<file path="config.mk">
export PLATFORM = sky130hd
export DESIGN_NAME = sb_burst_master
export DESIGN_NICKNAME = d
export VERILOG_FILES = /design/src/rtl/sb_pkg.sv /design/src/rtl/sb_watchdog.sv /design/src/rtl/sb_burst_master.sv
export SDC_FILE = /design/constraint.sdc
export NUM_CORES = 1
export LEC_CHECK = 0
export CAP_MARGIN = 20
export CELL_PAD_IN_SITES_DETAIL_PLACEMENT = 0
export CELL_PAD_IN_SITES_GLOBAL_PLACEMENT = 1
export CORE_ASPECT_RATIO = 1.4
export CORE_UTILIZATION = 29
export CTS_CLUSTER_DIAMETER = 60
export DETAILED_ROUTE_END_ITERATION = 10
export PLACE_DENSITY_LB_ADDON = 0.3
export SYNTH_ARGS = -nofsm -noshare
export SYNTH_HDL_FRONTEND = slang
export SYNTH_SLANG_ARGS = --single-unit
</file>
<file path="constraint.sdc">
create_clock -name sb_clock_i -period 4.6 [get_ports sb_clock_i]
set_input_delay 0.69 -clock sb_clock_i [delete_from_list [all_inputs] [get_ports sb_clock_i]]
set_output_delay 0.69 -clock sb_clock_i [all_outputs]
set_load 0.03 [all_outputs]
</file>
<file path="src/rtl/sb_pkg.sv">
// Shared types and widths for the sb burst master and its watchdog.
// Pure declarations: no logic, no latency, no flow control.
// Holds the master state enum and the bus field widths.
package sb_pkg;
    localparam int SB_DATA_W  = 32;
    localparam int SB_BURST_W = 8;
    localparam int SB_BE_W    = 4;
    // One extra bit so a 256-beat burst counts to 256 without wrapping.
    localparam int SB_CNT_W   = SB_BURST_W + 1;

    typedef enum logic [2:0] {
        S_IDLE,
        S_REQUEST,
        S_ADDRESS,
        S_WRITE,
        S_WEND,
        S_READ,
        S_FINISH
    } sb_state_e;
endpackage

</file>
<file path="src/rtl/sb_watchdog.sv">
// Slave-response watchdog: counts idle cycles while run is high, cleared by kick.
// Latency: expired is combinational in the cycle the count reaches TIMEOUT_CYCLES.
// Backpressure: none; it only observes and flags.
module sb_watchdog #(
    parameter int unsigned TIMEOUT_CYCLES = 1024
) (
    input  logic sys_clk,
    input  logic rst_n,
    input  logic run,
    input  logic kick,
    output logic expired
);
    localparam int CNT_W = (TIMEOUT_CYCLES > 1) ? $clog2(TIMEOUT_CYCLES) : 1;

    logic [CNT_W-1:0] cnt_q;

    // The cycle holding TIMEOUT_CYCLES-1 is the last one tolerated, so the
    // abort lands exactly TIMEOUT_CYCLES cycles after counting started.
    assign expired = run && !kick && (cnt_q == CNT_W'(TIMEOUT_CYCLES - 1));

    always_ff @(posedge sys_clk or negedge rst_n) begin
        if (!rst_n) begin
            cnt_q <= '0;
        end else if (!run || kick) begin
            cnt_q <= '0;
        end else begin
            cnt_q <= cnt_q + CNT_W'(1);
        end
    end
endmodule

</file>
<file path="src/rtl/sb_burst_master.sv">
// Burst master on a wired-OR shared bus; watchdog built only with SB_BURST_MASTER_TIMEOUT_EN.
// Latency: command to REQUEST 1 cycle, read data passes through combinationally.
// Backpressure: wr_ready_o follows !sb_busy_i; the read stream cannot be stalled.
module sb_burst_master
    import sb_pkg::*;
#(
    parameter int unsigned TIMEOUT_CYCLES = 1024
) (
    input  logic                  sb_clock_i,
    input  logic                  sb_reset_n_i,
    input  logic                  cmd_valid_i,
    output logic                  cmd_ready_o,
    input  logic [SB_DATA_W-1:0]  cmd_addr_i,
    input  logic                  cmd_rnw_i,
    input  logic [SB_BURST_W-1:0] cmd_len_i,
    input  logic [SB_DATA_W-1:0]  wr_data_i,
    input  logic                  wr_valid_i,
    output logic                  wr_ready_o,
    output logic [SB_DATA_W-1:0]  rd_data_o,
    output logic                  rd_valid_o,
    output logic                  done_o,
    output logic                  err_o,
    output logic                  sb_request_o,
    input  logic                  sb_grant_i,
    output logic                  sb_begin_transaction_o,
    output logic                  sb_end_transaction_o,
    output logic                  sb_data_valid_o,
    output logic                  sb_read_n_write_o,
    output logic [SB_DATA_W-1:0]  sb_address_data_o,
    output logic [SB_BE_W-1:0]    sb_byte_enables_o,
    output logic [SB_BURST_W-1:0] sb_burst_size_o,
    input  logic [SB_DATA_W-1:0]  sb_address_data_i,
    input  logic                  sb_end_transaction_i,
    input  logic                  sb_data_valid_i,
    input  logic                  sb_busy_i,
    input  logic                  sb_error_i
);
    sb_state_e             state_q, state_d;
    logic [SB_DATA_W-1:0]  addr_q;
    logic                  rnw_q;
    logic [SB_BURST_W-1:0] len_q;
    logic [SB_CNT_W-1:0]   beat_q, beat_d;
    logic [SB_CNT_W-1:0]   rd_total;
    logic                  err_q, err_d;
    logic                  cmd_take, wr_beat, rd_beat, rd_short, wdog_expired;

    assign cmd_take = (state_q == S_IDLE) && cmd_valid_i;
    assign wr_beat  = (state_q == S_WRITE) && wr_valid_i && !sb_busy_i;
    // Beats past the requested length are still seen on the bus but dropped here.
    assign rd_beat  = (state_q == S_READ) && sb_data_valid_i && (beat_q <= {1'b0, len_q});
    assign rd_total = beat_q + SB_CNT_W'(rd_beat);
    assign rd_short = rd_total <= {1'b0, len_q};

`ifdef SB_BURST_MASTER_TIMEOUT_EN
    logic wdog_run, wdog_kick;

    assign wdog_run  = (state_q == S_REQUEST) || (state_q == S_WRITE) || (state_q == S_READ);
    assign wdog_kick = sb_grant_i || sb_data_valid_i || sb_end_transaction_i || wr_beat;

    sb_watchdog #(
        .TIMEOUT_CYCLES(TIMEOUT_CYCLES)
    ) u_watchdog (
        .sys_clk (sb_clock_i),
        .rst_n   (sb_reset_n_i),
        .run     (wdog_run),
        .kick    (wdog_kick),
        .expired (wdog_expired)
    );
`else
    assign wdog_expired = 1'b0;
`endif

    always_ff @(posedge sb_clock_i or negedge sb_reset_n_i) begin
        if (!sb_reset_n_i) begin
            state_q <= S_IDLE;
            beat_q  <= '0;
            err_q   <= 1'b0;
            addr_q  <= '0;
            rnw_q   <= 1'b0;
            len_q   <= '0;
        end else begin
            state_q <= state_d;
            beat_q  <= beat_d;
            err_q   <= err_d;
            if (cmd_take) begin
                addr_q <= cmd_addr_i;
                rnw_q  <= cmd_rnw_i;
                len_q  <= cmd_len_i;
            end
        end
    end

    always_comb begin
        state_d = state_q;
        beat_d  = beat_q;
        err_d   = err_q;
        case (state_q)
            S_IDLE: begin
                if (cmd_valid_i) begin
                    state_d = S_REQUEST;
                    err_d   = 1'b0;
                end
            end
            S_REQUEST: begin
                if (sb_grant_i) begin
                    state_d = S_ADDRESS;
                end else if (wdog_expired) begin
                    state_d = S_FINISH;
                    err_d   = 1'b1;
                end
            end
            S_ADDRESS: begin
                beat_d = '0;
                if (sb_error_i) begin
                    state_d = S_FINISH;
                    err_d   = 1'b1;
                end else begin
                    state_d = rnw_q ? S_READ : S_WRITE;
                end
            end
            S_WRITE: begin
                if (sb_error_i || wdog_expired) begin
                    state_d = S_FINISH;
                    err_d   = 1'b1;
                end else if (wr_beat) begin
                    beat_d = beat_q + SB_CNT_W'(1);
                    if (beat_q == {1'b0, len_q}) begin
                        state_d = S_WEND;
                    end
                end
            end
            S_WEND: begin
                state_d = S_FINISH;
                if (sb_error_i) begin
                    err_d = 1'b1;
                end
            end
            S_READ: begin
                if (rd_beat) begin
                    beat_d = rd_total;
                end
                if (sb_error_i || (wdog_expired && !sb_end_transaction_i)) begin
                    state_d = S_FINISH;
                    err_d   = 1'b1;
                end else if (sb_end_transaction_i) begin
                    state_d = S_FINISH;
                    err_d   = rd_short;
                end
            end
            S_FINISH: begin
                state_d = S_IDLE;
            end
            default: begin
                state_d = S_IDLE;
            end
        endcase
    end

    // Every bus output idles at zero so the wired-OR bus sees only the owner.
    always_comb begin
        cmd_ready_o            = 1'b0;
        wr_ready_o             = 1'b0;
        rd_data_o              = '0;
        rd_valid_o             = 1'b0;
        done_o                 = 1'b0;
        err_o                  = 1'b0;
        sb_request_o           = 1'b0;
        sb_begin_transaction_o = 1'b0;
        sb_end_transaction_o   = 1'b0;
        sb_data_valid_o        = 1'b0;
        sb_read_n_write_o      = 1'b0;
        sb_address_data_o      = '0;
        sb_byte_enables_o      = '0;
        sb_burst_size_o        = '0;
        case (state_q)
            S_IDLE: begin
                cmd_ready_o = sb_reset_n_i;
            end
            S_REQUEST: begin
                sb_request_o = 1'b1;
            end
            S_ADDRESS: begin
                sb_request_o           = 1'b1;
                sb_begin_transaction_o = 1'b1;
                sb_address_data_o      = addr_q;
                sb_burst_size_o        = len_q;
                sb_read_n_write_o      = rnw_q;
                sb_byte_enables_o      = '1;
            end
            S_WRITE: begin
                sb_request_o      = 1'b1;
                wr_ready_o        = !sb_busy_i;
                sb_data_valid_o   = wr_beat;
                sb_address_data_o = wr_beat ? wr_data_i : '0;
            end
            S_WEND: begin
                sb_request_o         = 1'b1;
                sb_end_transaction_o = !sb_error_i;
            end
            S_READ: begin
                sb_request_o = 1'b1;
                rd_valid_o   = rd_beat;
                rd_data_o    = rd_beat ? sb_address_data_i : '0;
            end
            S_FINISH: begin
                done_o = 1'b1;
                err_o  = err_q;
            end
            default: begin
                cmd_ready_o = 1'b0;
            end
        endcase
    end
endmodule

</file>
Word level (Yosys, flattened, before mapping)
Cells that the tools add are included.
- logic and storage cells: 76
- register bits: 54
- order comparisons: 2
- multiplexer cells: 35
- equality and inequality tests: 16
- reduce and logical (&&, ||, !) cells: 15
- add/subtract/negate cells: 2
- operators with widths (cell ; number):
    2-to-1 mux 32 bit ; 3
    one-hot mux 32 bit (2 select lines) ; 1
    2-to-1 mux 3 bit ; 9
    2-to-1 mux 9 bit ; 3
    one-hot mux 9 bit (3 select lines) ; 1
    <= comparator 9 x 8 -> 1 bit ; 2
    one-hot mux 3 bit (6 select lines) ; 1
    2-to-1 mux 1 bit ; 14
    != test 2 bit, second input constant ; 5
    adder 9 x 1 -> 9 bit ; 1
    adder 9 x 1 -> 9 bit, second input constant ; 1
    equality test 3 bit, second input constant ; 3
    equality test 9 x 8 -> 1 bit ; 1
    2-to-1 mux 8 bit ; 1
    AND reduction 4 bit ; 2
    equality test 3 x 2 -> 1 bit, second input constant ; 2
    != test 3 bit, second input constant ; 2
    nonzero test 3 bit ; 2
    logical AND 1 bit ; 5
    AND reduction 5 bit ; 1
    OR reduction 5 bit ; 1
    2-to-1 mux 4 bit ; 1
    equality test 3 x 1 -> 1 bit, second input constant ; 1
    logical NOT 3 bit ; 1
    5 further kinds ; 6

Depth between registers and ports, before layout
- depth after elaboration: 8
- depth in mapped cells: 17

Worst setup path before layout
OpenSTA, ideal clock, no wires.
- path kind: register to register
- start: reg beat_q[1]
- end: reg err_q
- arrival: 3.640 ns
- setup time: 0.133 ns
- cell stages (with the launch flop): 17
- setup slack: 0.826 ns
- data required time: 4.467 ns
- path through: dfrtp_1 > ha_1 > and4_1 > nor2b_1 > or3_1 > a21oi_2 > buf_2 > ha_1 > ha_1 > nand3_1 > xnor2_1 > ha_1 > nand4_1 > nor2_1 > or4_1 > o21ai_0 > a32oi_1
- cells in the longest elaborated chain, start to end: 7
- RTL lines (item ; line ; text):
    start, declared ; sb_burst_master.sv:42 ; logic [SB_CNT_W-1:0] beat_q, beat_d;
    start signal, assigned ; sb_burst_master.sv:83 ; beat_q <= beat_d;
    <= comparator 9 x 8 -> 1 bit ; sb_burst_master.sv:50 ; assign rd_beat = (state_q == S_READ) && sb_data_valid_i && (beat_q <= {1'b0, len_q});
    logical AND 1 bit ; sb_burst_master.sv:50 ;
    adder 9 x 1 -> 9 bit (*) ; sb_burst_master.sv:51 ; assign rd_total = beat_q + SB_CNT_W'(rd_beat);
    <= comparator 9 x 8 -> 1 bit (*) ; sb_burst_master.sv:52 ; assign rd_short = rd_total <= {1'b0, len_q};
    2-to-1 mux 1 bit (*) ; sb_burst_master.sv:145 ; end else if (sb_end_transaction_i) begin
    2-to-1 mux 1 bit (*) ; sb_burst_master.sv:142 ; if (sb_error_i || (wdog_expired && !sb_end_transaction_i)) begin
    one-hot mux 1 bit (3 select lines) (*) ; sb_burst_master.sv:97 ; case (state_q)
    end signal, assigned ; sb_burst_master.sv:84 ; err_q <= err_d;
    end, declared ; sb_burst_master.sv:44 ; logic err_q, err_d;
Every way passes the cells marked *; elsewhere a longest branch is shown, timed or not. The select of a mux whose other input is x is not followed.
A chain may end at the register's enable or synchronous reset.

Final worst setup path
- start: reg beat_q[3]
- end: reg err_q
The elaborated chain is that of the path after synthesis.

==> summary.md <==
| Metric | Value |
|---|---|
| Critical Path AT | 4.23 ns |
| Pwr dens | 463 nW/um^2 |
| Clock Latency Late Sink | 0.29 ns |
| Detail Route Antenna Nets | 0 |
| CP Max Fanout | 33 |
| Seq cells post-synth | 54 |
| Drt total wl | 13300 microns |
| Initial core utilization | 30.1% |
| Fraction of layout cells with a size suffix above 1 | 10.4% |
| Crit path from | beat_q[3] |
| Post-synth EDFFs | 0 |
| Routed wl met2 | 6960 microns |
| NumNets Final | 734 |
| FF-to-FF setup slack | 0.54 ns |
| Rows | 49 |
| Clk slew on worst S/H paths | 0.07 ns |
| Worst Clk Skew | 0.00796 ns |
| Hold crit path type | register to register |
| Setup WS post-layout | 0.539 ns |
| Cell family with most CP delay | simple AND/OR/NAND/NOR gates |
| DP Area | 6000 sq um |
| Gr ovfl total | 0 |
| Clk network pwr share | 13.1% |
| Initial antenna violation count | 0 |
| Highest-count cells in the layout ignoring fill and taps | clkdlybuf4s50_1 (198), dfrtp_1 (54), and2_1 (35), mux2_2 (35), a22oi_1 (34) |
| Mapped Nets | 553 |
| RR Startpoint | beat_q[3] |
| Critical Path Slowest Stage Cell | dfrtp_1 |
| Fin. max-slew vios | 0 |
| Comb pwr share | 57.5% |
| H-tree levels | 2 |
| 1st-pass router iterations | 4 |
| Top cell by count, worst path | ha_1 |
| Endpoints failing setup | 0 |
| Worst vdd ir | 0.000171 V |
| Min Tclk post-route | 4.06 ns |
| Top_reg_cell synth | dfrtp_1 |
| CP Capture Type | register |
| Routed vias | 3854 |
| Ant diodes | 0 |
| Overall power | 2.85 mW |
| Psw | 1.20 mW |
| Ys async rst share | 100% |
| Fin crit share | 88.3% |
| Final hold vios | 0 |
| Static leakage | 2.40 nW |
| Vias per cell | 4.97 |
| Crit-path max cell delay | 0.47 ns |
| Hold buffers post-CTS | 0 |
| Number of max-cap violations | 0 |
| Die area | 13900 sq um |
| RSZ-0062 raised after global routing | no |
| Core footprint | 12900 sq um |
| F_max | 246 MHz |
| Seq pwr share | 29.4% |
| Status | completed |
| Vias in the first global route | 4040 |
| WL per Instance | 17.2 microns |
| Net Sw Frac | 42.1% |
| Startpoint types | register |
| Synth Instances | 416 |
| DIE HEIGHT | 139 microns |
| Placer Congestion | 0.825 |
| First-pass GRT wire length | 21300 microns |
| YS warnings | 0 |
| Root buffer cell | clkbuf_16 |
| DR DRC count | 0 |
| Top Ports | 200 |
| Number of CTS-inserted buffers | 5 |
| Hpwl dp | 10100 microns |
| Internal power | 1.65 mW |
| GRT Total Usage | 19.4% |
| CTS tree | done |
| TritonCTS Sinks | 54 |
| Post-Place Setup Slack | 0.520 ns |
| Area delta synth->final | 58.5% |
| CTS-repair resized insts | 0 |
| Mapped cell area | 3890 sq um |
| Iter 0 DRT Violations | 148 |
| Critical path buffers and inverters | 1 |
| Syn Area/Cell | 9.34 sq um |
| Post-Layout Inst Area | 6160 sq um |
| Routed length on met1 | 5350 microns |
| Worst slew pin tran | 0.935 ns |
| Commonest non-fill, non-tap cell in the layout | clkdlybuf4s50_1 |
| Number of I/O port buffers | 199 |
| Max Used Layer | met4 |
| Cell variety after synth | 59 |
| Setup CP Type | register to register |
| CP cell instances | ha_1 -> and4_1 -> nor2b_1 -> or3_1 -> a21oi_2 -> buf_4 -> ha_1 -> nand3_1 -> nor2_1 -> xor2_1 -> ha_1 -> nand4_1 -> nor2_1 -> or4_1 -> o21ai_0 -> a32oi_1 |
| Final setup TNS | 0 ns |
| Bufs on Longest Clock Path | 2 |
| Max-slew headroom | 37.7% |
| Hold_sp | addr_q[14] |
| Routed wl met3 | 827 microns |
| Req. time, crit path | 4.77 ns |
| Largest net degree at the start of global routing | 55 |
| Sequential fraction of the synthesis area | 34.8% |
| Setup Fix Bufs, Post-CTS | 0 |
| Die width | 99.9 microns |
## registers in the layout, summed over array words and instances, names as in the netlist
register	count
addr_q	32
beat_q	9
err_q	1
len_q	8
rnw_q	1
state_q	3
## power groups by stage
stage	registers, mW	logic, mW	clock network [mW]
final	0.838	1.64	0.375
after global routing	0.874	1.80	0.406
after CTS	0.840	1.65	0.389
after detailed placement	0.849	1.63	0
after global placement	0.839	1.62	0
after floorplan	0.778	1.15	0
## cell usage after synthesis (all sizes together) (4+ instances only)
| library cell | n | area [sq um] |
|---|---|---|
| nand2 | 16 | 60.1 |
| nand3 | 8 | 52.6 |
| a31oi | 4 | 25.0 |
| nor2b | 33 | 206 |
| a21oi | 11 | 58.8 |
| nor2 | 18 | 75.1 |
| nor3 | 13 | 65.1 |
| o21ai | 20 | 100 |
| mux2 | 35 | 394 |
| clkbuf | 20 | 75.1 |
| inv | 17 | 63.8 |
| dfrtp | 54 | 1350 |
| a22oi | 34 | 255 |
| ha | 23 | 288 |
| buf | 13 | 83.8 |
| xnor2 | 4 | 35.0 |
| and2 | 36 | 225 |
## metal layers
| metal | GRT usage (%) | up-vias |
|---|---|---|
| li1 | - | 1848 |
| met5 | 0 | - |
| met4 | 5.34 | 0 |
| met2 | 35.7 | 141 |
| met3 | 3.48 | 12 |
| met1 | 22.6 | 1853 |
## layout make-up
cell class | count | area, sq um
clock buffer | 5 | 125
clock inverter | 2 | 15.0
fill | 1249 | 6780
inverter | 17 | 63.8
multi-input combinational | 312 | 2320
sequential | 54 | 1350
tap | 178 | 223
timing repair buffer | 207 | 2060
## path summary, 6_finish.rpt
path | to | cells after the start
worst min register to register | addr_q[14] | 1
min in group asynchronous | len_q[3] | 2
worst min-delay path | addr_q[14] | 1
worst max-delay path | err_q | 16
worst max register to register | err_q | 16
max in group asynchronous | beat_q[3] | 2
## through the flow
stage               cells  hold WS, ns  utilization (%)
floorplan             416        0.394                -
global placement      767        0.492             46.4
detailed placement    767        0.497             46.4
CTS                   774        0.514             47.5
global route          775        0.531             47.6
finish                775        0.512             47.6
## cell families after synthesis
| family | synth area share, % |
|---|---|
| simple gates | 22.5 |
| compound gates | 17.9 |
| flops | 34.8 |
| buf+inv | 5.73 |
| mux | 10.4 |
| fa+ha+maj | 7.40 |
| xor+xnor | 1.35 |
Power figures use the tool's default switching activity.
